===== config.mk =====
export PLATFORM = sky130hd
export DESIGN_NAME = output_drain_buffer
export DESIGN_NICKNAME = d
export VERILOG_FILES = /design/src/rtl/output_drain_buffer.sv
export SDC_FILE = /design/constraint.sdc
export NUM_CORES = 1
export LEC_CHECK = 0
export BUFFER_PORTS_ARGS = -buffer_cell sky130_fd_sc_hd__buf_2
export CAP_MARGIN = 25
export CORE_UTILIZATION = 58
export DETAILED_ROUTE_END_ITERATION = 8
export PLACE_DENSITY_LB_ADDON = 0.25
export SYNTH_ARGS = -nofsm -noshare
export SYNTH_HDL_FRONTEND = slang
export SYNTH_SLANG_ARGS = --single-unit

===== constraint.sdc =====
create_clock -name clk -period 16.1 [get_ports clk]
set_clock_uncertainty 0.15 [all_clocks]
set_input_delay 1.61 -clock clk [delete_from_list [all_inputs] [get_ports clk]]
set_output_delay 1.61 -clock clk [all_outputs]
set_load 0.05 [all_outputs]

===== src/rtl/output_drain_buffer.sv =====
// Output drain buffer: queues three-word groups from the output data shifter and
// serialises them as single channel-tagged words on a valid/ready port.
module output_drain_buffer #(
  parameter int DATA_WIDTH         = 32,
  parameter int FIFO_DEPTH         = 4,
  parameter int OUTPUT_NB_CHANNELS = 64
) (
  input  logic                    clk,
  input  logic                    arst_in,
  input  logic                    in_valid,
  input  logic [31:0]             in_x,
  input  logic [31:0]             in_y,
  input  logic [31:0]             in_ch,
  input  logic [3*DATA_WIDTH-1:0] in_data,
  output logic                    out_valid,
  input  logic                    out_ready,
  output logic [DATA_WIDTH-1:0]   out_data,
  output logic [31:0]             out_x,
  output logic [31:0]             out_y,
  output logic [31:0]             out_ch,
  output logic                    almost_full,
  output logic                    empty,
  output logic                    overflow
);

  localparam int PTR_W = $clog2(FIFO_DEPTH);
  localparam logic [PTR_W:0] DEPTH_C = (PTR_W+1)'(FIFO_DEPTH);
  localparam logic [PTR_W:0] AF_C    = (PTR_W+1)'(FIFO_DEPTH - 2);
  localparam logic [PTR_W:0] ONE_C   = {{PTR_W{1'b0}}, 1'b1};
  localparam logic [31:0]    NB_CH_C = 32'(OUTPUT_NB_CHANNELS);

  typedef struct packed {
    logic [31:0]             x;
    logic [31:0]             y;
    logic [31:0]             ch;
    logic [3*DATA_WIDTH-1:0] data;
  } entry_t;

  typedef enum logic {
    IDLE = 1'b0,
    EMIT = 1'b1
  } state_t;

  entry_t                mem_r [FIFO_DEPTH];
  logic [PTR_W:0]        wr_ptr_r;
  logic [PTR_W:0]        rd_ptr_r;
  logic [1:0]            idx_r;
  logic                  overflow_r;
  state_t                state_r;
  state_t                state_s;

  entry_t                head_s;
  logic [PTR_W:0]        count_s;
  logic                  full_s;
  logic [31:0]           word_ch_s;
  logic                  in_range_s;
  logic [DATA_WIDTH-1:0] word_s;
  logic                  step_s;
  logic                  retire_s;
  logic                  push_s;

  assign head_s     = mem_r[rd_ptr_r[PTR_W-1:0]];
  assign count_s    = wr_ptr_r - rd_ptr_r;
  assign full_s     = (count_s == DEPTH_C);
  assign word_ch_s  = head_s.ch + {30'd0, idx_r};
  assign in_range_s = (word_ch_s < NB_CH_C);

  // A step consumes the current word, either by handshake or by skipping an
  // out-of-range channel; the third step retires the group and frees its slot,
  // which is what lets a push into a full FIFO be accepted in the same cycle.
  assign step_s   = (state_r == EMIT) && (!in_range_s || out_ready);
  assign retire_s = step_s && (idx_r == 2'd2);
  assign push_s   = in_valid && (!full_s || retire_s);

  always_comb begin
    word_s = '0;
    case (idx_r)
      2'd0:    word_s = head_s.data[0 +: DATA_WIDTH];
      2'd1:    word_s = head_s.data[DATA_WIDTH +: DATA_WIDTH];
      2'd2:    word_s = head_s.data[2*DATA_WIDTH +: DATA_WIDTH];
      default: word_s = '0;
    endcase
  end

  always_comb begin
    state_s = state_r;
    case (state_r)
      IDLE: begin
        if ((count_s != '0) || push_s) begin
          state_s = EMIT;
        end else begin
          state_s = IDLE;
        end
      end
      EMIT: begin
        if (retire_s && (count_s == ONE_C) && !push_s) begin
          state_s = IDLE;
        end else begin
          state_s = EMIT;
        end
      end
      default: state_s = IDLE;
    endcase
  end

  always_ff @(posedge clk or posedge arst_in) begin
    if (arst_in) begin
      wr_ptr_r   <= '0;
      rd_ptr_r   <= '0;
      idx_r      <= 2'd0;
      overflow_r <= 1'b0;
      state_r    <= IDLE;
    end else begin
      state_r <= state_s;
      if (push_s) begin
        wr_ptr_r <= wr_ptr_r + ONE_C;
      end
      if (retire_s) begin
        rd_ptr_r <= rd_ptr_r + ONE_C;
      end
      if (step_s) begin
        idx_r <= (idx_r == 2'd2) ? 2'd0 : idx_r + 2'd1;
      end
      if (in_valid && !push_s) begin
        overflow_r <= 1'b1;
      end
    end
  end

  // Payload storage carries no reset; nothing is observable until a push fills it.
  always_ff @(posedge clk) begin
    if (push_s) begin
      mem_r[wr_ptr_r[PTR_W-1:0]] <= '{x: in_x, y: in_y, ch: in_ch, data: in_data};
    end
  end

  always_comb begin
    out_valid = (state_r == EMIT) && in_range_s;
    if (out_valid) begin
      out_data = word_s;
      out_x    = head_s.x;
      out_y    = head_s.y;
      out_ch   = word_ch_s;
    end else begin
      out_data = '0;
      out_x    = 32'd0;
      out_y    = 32'd0;
      out_ch   = 32'd0;
    end
  end

  assign almost_full = (count_s >= AF_C);
  assign empty       = (count_s == '0) && (state_r == IDLE);
  assign overflow    = overflow_r;

endmodule


==> impl_metrics.ini, run 1 <==
[synth]
synth-edff-count = 768
synth_seq_cells = 778
synth_top_area_share = 0.7531
syn_area_mm2 = 0.03062
synth_seq_area_share = 0.7612
ys.flop_type = edfxtp_1
synth.area.top_cells = edfxtp_1 75%, mux4_2 14%, and3_1 1.3%
synthCells = 1430
synthTopCellsByCount = 768 x edfxtp_1, 191 x mux4_2, 80 x nor2_1
avgSynthCellArea_um2 = 21.42
synth.most_common_cell = edfxtp_1
synth_warnings = 0
yosysTopAreaCell = edfxtp_1
yosys.cell_types.count = 64
ys_async_sr_fraction = 0.01285

[power_and_ir_drop]
powerDensity_mw_per_mm2 = 182.7
power.leakage_nw = 12.23
peakVddDrop_uv = 202.8

[sta]
setup_tns_ps = 0
fmax_ghz = 0.1203
slew_headroom = 0.2956
drv_slew = 0
worst_pin_slew_ps = 1057
post-route-period-util = 0.5164
setup_violations = 0
rsz0062_at_grt = no
fin_crit_ps = 8315
hold_viol = 0

[clocking]
htreeDepth = 3
cts_buffers = 78
insertion_delay_ps = 590
clk_pin_slew_worst_paths_ps = 60
cts-root-buf = clkbuf_16
cts_tree = yes
cts_num_sinks = 778
cts_setup_buffers = 0
cts_resized = 0
cts_hold_buf = 0
cts_buffer_depth = 3

[finish]
drive_above_1_share = 0.3575
fin_cells = 2501
fin_nets = 1964
fin_area_mm2 = 0.03509
final_util = 0.6786
syn_to_final_growth_pct = 14.60

[place]
place_area_mm2 = 0.03278
port_buffers = 301
dp_hpwl_mm = 35.57
place_congestion = 0.8254
dp.cells = 2358

[global_route]
grt_pass1_vias = 15380
grt_usage = 0.2318
overflow = 0
met2_usage = 0.3821
use_met3 = 0.04691
gr-usage-met1 = 0.3141
busiest_layer = met2
grt_max_degree = 152
grt_pass1_wl_mm = 92.08
antenna_found_initial = 18

[floorplan]
io_pins = 328
die_h_um = 231.8
initial_utilization = 0.5922
num_rows = 83
coreArea_mm2 = 0.05172
die-area_mm2 = 0.05372
die_x_um = 231.8

[flow_run]
cap_violations = 0

[hold_path]
hp-class = flop to flop

[drt]
dr_total_vias = 14860
drc = 0
routed_wirelength_mm = 60.72
drt_iter0_markers = 1098
viasPerCell = 5.943
wl_per_cell_um = 24.28
first_pass_iters = 6
ant_nets = 0

[worst_setup_path]
crit_type = flop to output pin
critPathMaxFanout = 47
cp_cell_sequence = buf_4 -> mux4_2 -> ha_1 -> a21o_1 -> nand4_4 -> nor4_1 -> mux2_1 -> nor4_2 -> nand4_2 -> nor4b_4 -> nand2_2 -> nor2_1 -> buf_2
cp_num_buf_inv = 2
start_kind = flop
cpPeakStageDelay_ps = 940
critPathTopFamily = simple AND/OR/NAND/NOR gates
critPathArrivalTime_ps = 6550
worst_path_max_delay_cell = dfrtp_4
crit_required_ps = 14340
cp-end-kind = output pin

[run_status]
outcome = completed
==> cell type report <==
class                   count  area (um^2)
diodes                     11        27.53
clock buffers              99         2083
clock inverters            33        205.2
fillers                  3317        16620
inverters                  11        41.29
multi-input cells         566         6843
flip-flops and latches    778        23320
well taps                 680        850.8
repair buffers            323         1722
==> per-stage QoR <==
| step | hold slack [ps] | worst slack (ps) | total power [mW] |
|---|---|---|---|
| after floorplan | 310.4 | 1792 | 4.424 |
| after global placement | 303.7 | 8370 | 4.808 |
| after detailed placement | 313.8 | 8243 | 4.853 |
| after CTS | 328.4 | 7577 | 6.495 |
| after global routing | 344.5 | 7172 | 6.712 |
| final | 318.9 | 7785 | 6.412 |
==> path summary, 6_finish.rpt <==
path / from / end / slack [ps] / depth (start not counted)
setup / recovery: rd_ptr_r[0]$_DFFE_PP0P_ / out_data[30] / 7790 / 13
hold / removal: overflow$_DFFE_PP0P_ / overflow$_DFFE_PP0P_ / 320 / 1
setup reg to reg: rd_ptr_r[0]$_DFFE_PP0P_ / mem_r[0][10]$_DFFE_PP_ / 8580 / 14
hold reg to reg: overflow$_DFFE_PP0P_ / overflow$_DFFE_PP0P_ / 320 / 1
max in group asynchronous: arst_in / rd_ptr_r[1]$_DFFE_PP0P_ / 14420 / 2
min in group asynchronous: arst_in / idx_r[0]$_DFFE_PP0N_ / 940 / 2
==> power breakdown <==
| group | internal (mW) | switching (mW) |
|---|---|---|
| logic | 0.773 | 1.06 |
| clock network | 0.928 | 0.710 |
| registers | 2.78 | 0.153 |
==> cells in the final DEF (no fill, tap or decap), types with 7 or more instances in the layout <==
cell / n
clkbuf_1: 18
mux2i_1: 35
clkinv_2: 10
xor2_1: 11
ha_1: 8
buf_4: 18
a21oi_1: 33
xnor2_1: 7
nor2_1: 80
and3_1: 66
inv_1: 11
edfxtp_1: 768
clkbuf_16: 80
clkinv_1: 14
diode_2: 11
conb_1: 26
nor4_1: 8
buf_2: 301
mux4_2: 191
nand2_1: 11
==> flip-flops by register name, indices dropped and copies added (netlist names) <==
register / cells
rd_ptr_r: 3
overflow: 1
wr_ptr_r: 3
state_r: 1
mem_r: 768
idx_r: 2
==> per-layer routing <==
layer | vias up | part of all wire
li1 | 6556 | -
met1 | 7762 | 0.40
met2 | 437 | 0.52
met3 | 93 | 0.059
met4 | 16 | 0.019
met5 | - | 0.0019
==> cells by family (layout without fill, tap and decap cells) <==
logic type      count (synthesis)  count (layout)  synth area share
compound gates                 62              62           0.01287
xor+xnor                       18              18          0.005148
fa+ha+maj                      10              10          0.004576
buf+inv                       111             466           0.01924
flops                         778             778            0.7612
mux                           232             232            0.1548
other cells                     1              37         0.0001225
simple gates                  218             218           0.04196
No activity file was read; power rests on OpenSTA's default activity.
==> inputs of run 2 (changes only) <==
Settings changed: CORE_UTILIZATION 58 to 53.
Clock period 16.1 ns to 7.05 ns, I/O delays scaled along.
==> impl_metrics.ini, run 2 (synthesis results as in run 1) <==
[global_route]
grt_pass1_vias = 15570
overflow = 0
grt_pass1_wl_mm = 94.01
antenna_found_initial = 18
grt_max_degree = 133
grt_usage = 0.2130

[floorplan]
die_x_um = 242.4
io_pins = 328
die_h_um = 242.4
die-area_mm2 = 0.05875
initial_utilization = 0.5400
coreArea_mm2 = 0.05671
num_rows = 87

[sta]
fmax_ghz = 0.1570
worst_pin_slew_ps = 1074
fin_crit_ps = 6371
hold_viol = 0
drv_slew = 0
setup_violations = 0
setup_tns_ps = 0
post-route-period-util = 0.9037
rsz0062_at_grt = no
slew_headroom = 0.2838

[worst_setup_path]
ff2ff_setup_slack_ps = 1080
reg2reg_depth = 12
cp-startpoint = rd_ptr_r[0]$_DFFE_PP0P_
critPathArrivalTime_ps = 5520
cp_cell_sequence = mux4_2 -> ha_1 -> a21o_1 -> nand4_4 -> nor4_1 -> mux2_1 -> nor4_2 -> nand4_2 -> nor4b_4 -> buf_4 -> and3_1 -> buf_2
critPathMaxFanout = 66
r2r-start = rd_ptr_r[0]$_DFFE_PP0P_
worst_path_max_delay_cell = dfrtp_4
cpPeakStageDelay_ps = 800
start_kind = flop
r2r-end = mem_r[0][64]$_DFFE_PP_
crit_required_ps = 6190
crit_type = flop to output pin
cp-end-kind = output pin

[clocking]
cts_hold_buf = 1
cts-root-buf = clkbuf_16
clk_pin_slew_worst_paths_ps = 60
cts_setup_buffers = 0
cts_num_sinks = 778
cts_resized = 0
cts_buffer_depth = 3
cts_tree = yes
cts_buffers = 80
insertion_delay_ps = 600
htreeDepth = 3

[hold_path]
hold_path_depth = 1
hold_path_startpoint = in_data[9]
hp-class = input port to flop
min_to = mem_r[0][9]$_DFFE_PP_

[drt]
drt_iter0_markers = 916
routed_wirelength_mm = 61.73
dr_total_vias = 14970
wl_per_cell_um = 23.81
first_pass_iters = 5
viasPerCell = 5.773
ant_nets = 0
drc = 0

[finish]
drive_above_1_share = 0.3611
syn_to_final_growth_pct = 16.14
multi_input_area_mm2 = 0.006847
final_cell_mix = 768 x edfxtp_1, 301 x buf_2, 191 x mux4_2
final_common_cell = edfxtp_1
seq_area_mm2 = 0.02332
fin_nets = 1968
fillCellCount = 3914
largest_reg_flops = 768

[power_and_ir_drop]
powerDensity_mw_per_mm2 = 423.4
peakVddDrop_uv = 261.6
power.total_mw = 15.06
power.leakage_nw = 12.39

[place]
port_buffers = 301
place_congestion = 0.8615
dp_hpwl_mm = 36.58

[flow_run]
cap_violations = 0

[run_status]
outcome = completed
-- run 2: cell types whose count changed in the layout (fill, tap and decap cells not counted), moves of 3 or more --
cell / change
bufinv_16: +7
inv_6: +4
clkbuf_1: -3
clkinv_1: +9
clkinv_2: -3
clkbuf_16: +3
-- run 2: cell type report --
| cell class | instances | share of cell area |
|---|---|---|
| timing repair buffer | 325 | 0.05037 |
| inverter | 11 | 0.001161 |
| clock inverter | 50 | 0.01302 |
| antenna | 9 | 0.0006332 |
| sequential | 778 | 0.6557 |
| tap | 756 | 0.02659 |
| clock buffer | 98 | 0.05998 |
| multi-input combinational | 566 | 0.1925 |
-- run 2: stage by stage --
stage	setup WS [ps]	cells	cell area (um^2)	hold slack, ps	utilization
CTS	563.9	2584	35550	121.4	0.6268
global placement	1334	2432	32860	325.1	0.5795
global route	327.7	2591	35560	135.1	0.6271
detailed placement	1218	2435	32940	331.8	0.5808
finish	678.8	2593	35570	159.0	0.6272
floorplan	0.3659	1455	30770	310.4	-
-- run 2: how the worst max path moves through the flow --
stage / slack (ps) / endpoint
2_1_floorplan: 0.4 / mem_r[3][0]$_DFFE_PP_
3_3_place_gp: 1330 / mem_r[1][81]$_DFFE_PP_
3_5_place_dp: 1220 / out_y[29]
4_1_cts: 560 / out_y[29]
5_1_grt: 330 / out_data[6]
6_report: 680 / out_y[29]
-- run 2: metal layers --
metal / vias up / part of all wire / track usage
met2: 451 / 0.51 / 0.3496
met4: 20 / 0.022 / 0.06888
met1: 7809 / 0.41 / 0.2881
met3: 109 / 0.056 / 0.04365
li1: 6580 / - / -
met5: - / 0.0023 / 0
-- run 2: critical path: cells and delay by family, from the launching register on --
kind                     cells  cell delay [ps]
adder cells (fa/ha/maj)      1              300
buffers and inverters        2              860
flip-flops                   1              800
AO/OA/AOI/OAI                1              160
AND/OR/NAND/NOR              6             1700
multiplexers                 2             1000
-- run 2: where the power goes --
part	internal [mW]	switching, mW	total (mW)
registers	6.36	0.339	6.70
clock network	2.45	1.69	4.14
logic	1.78	2.44	4.22
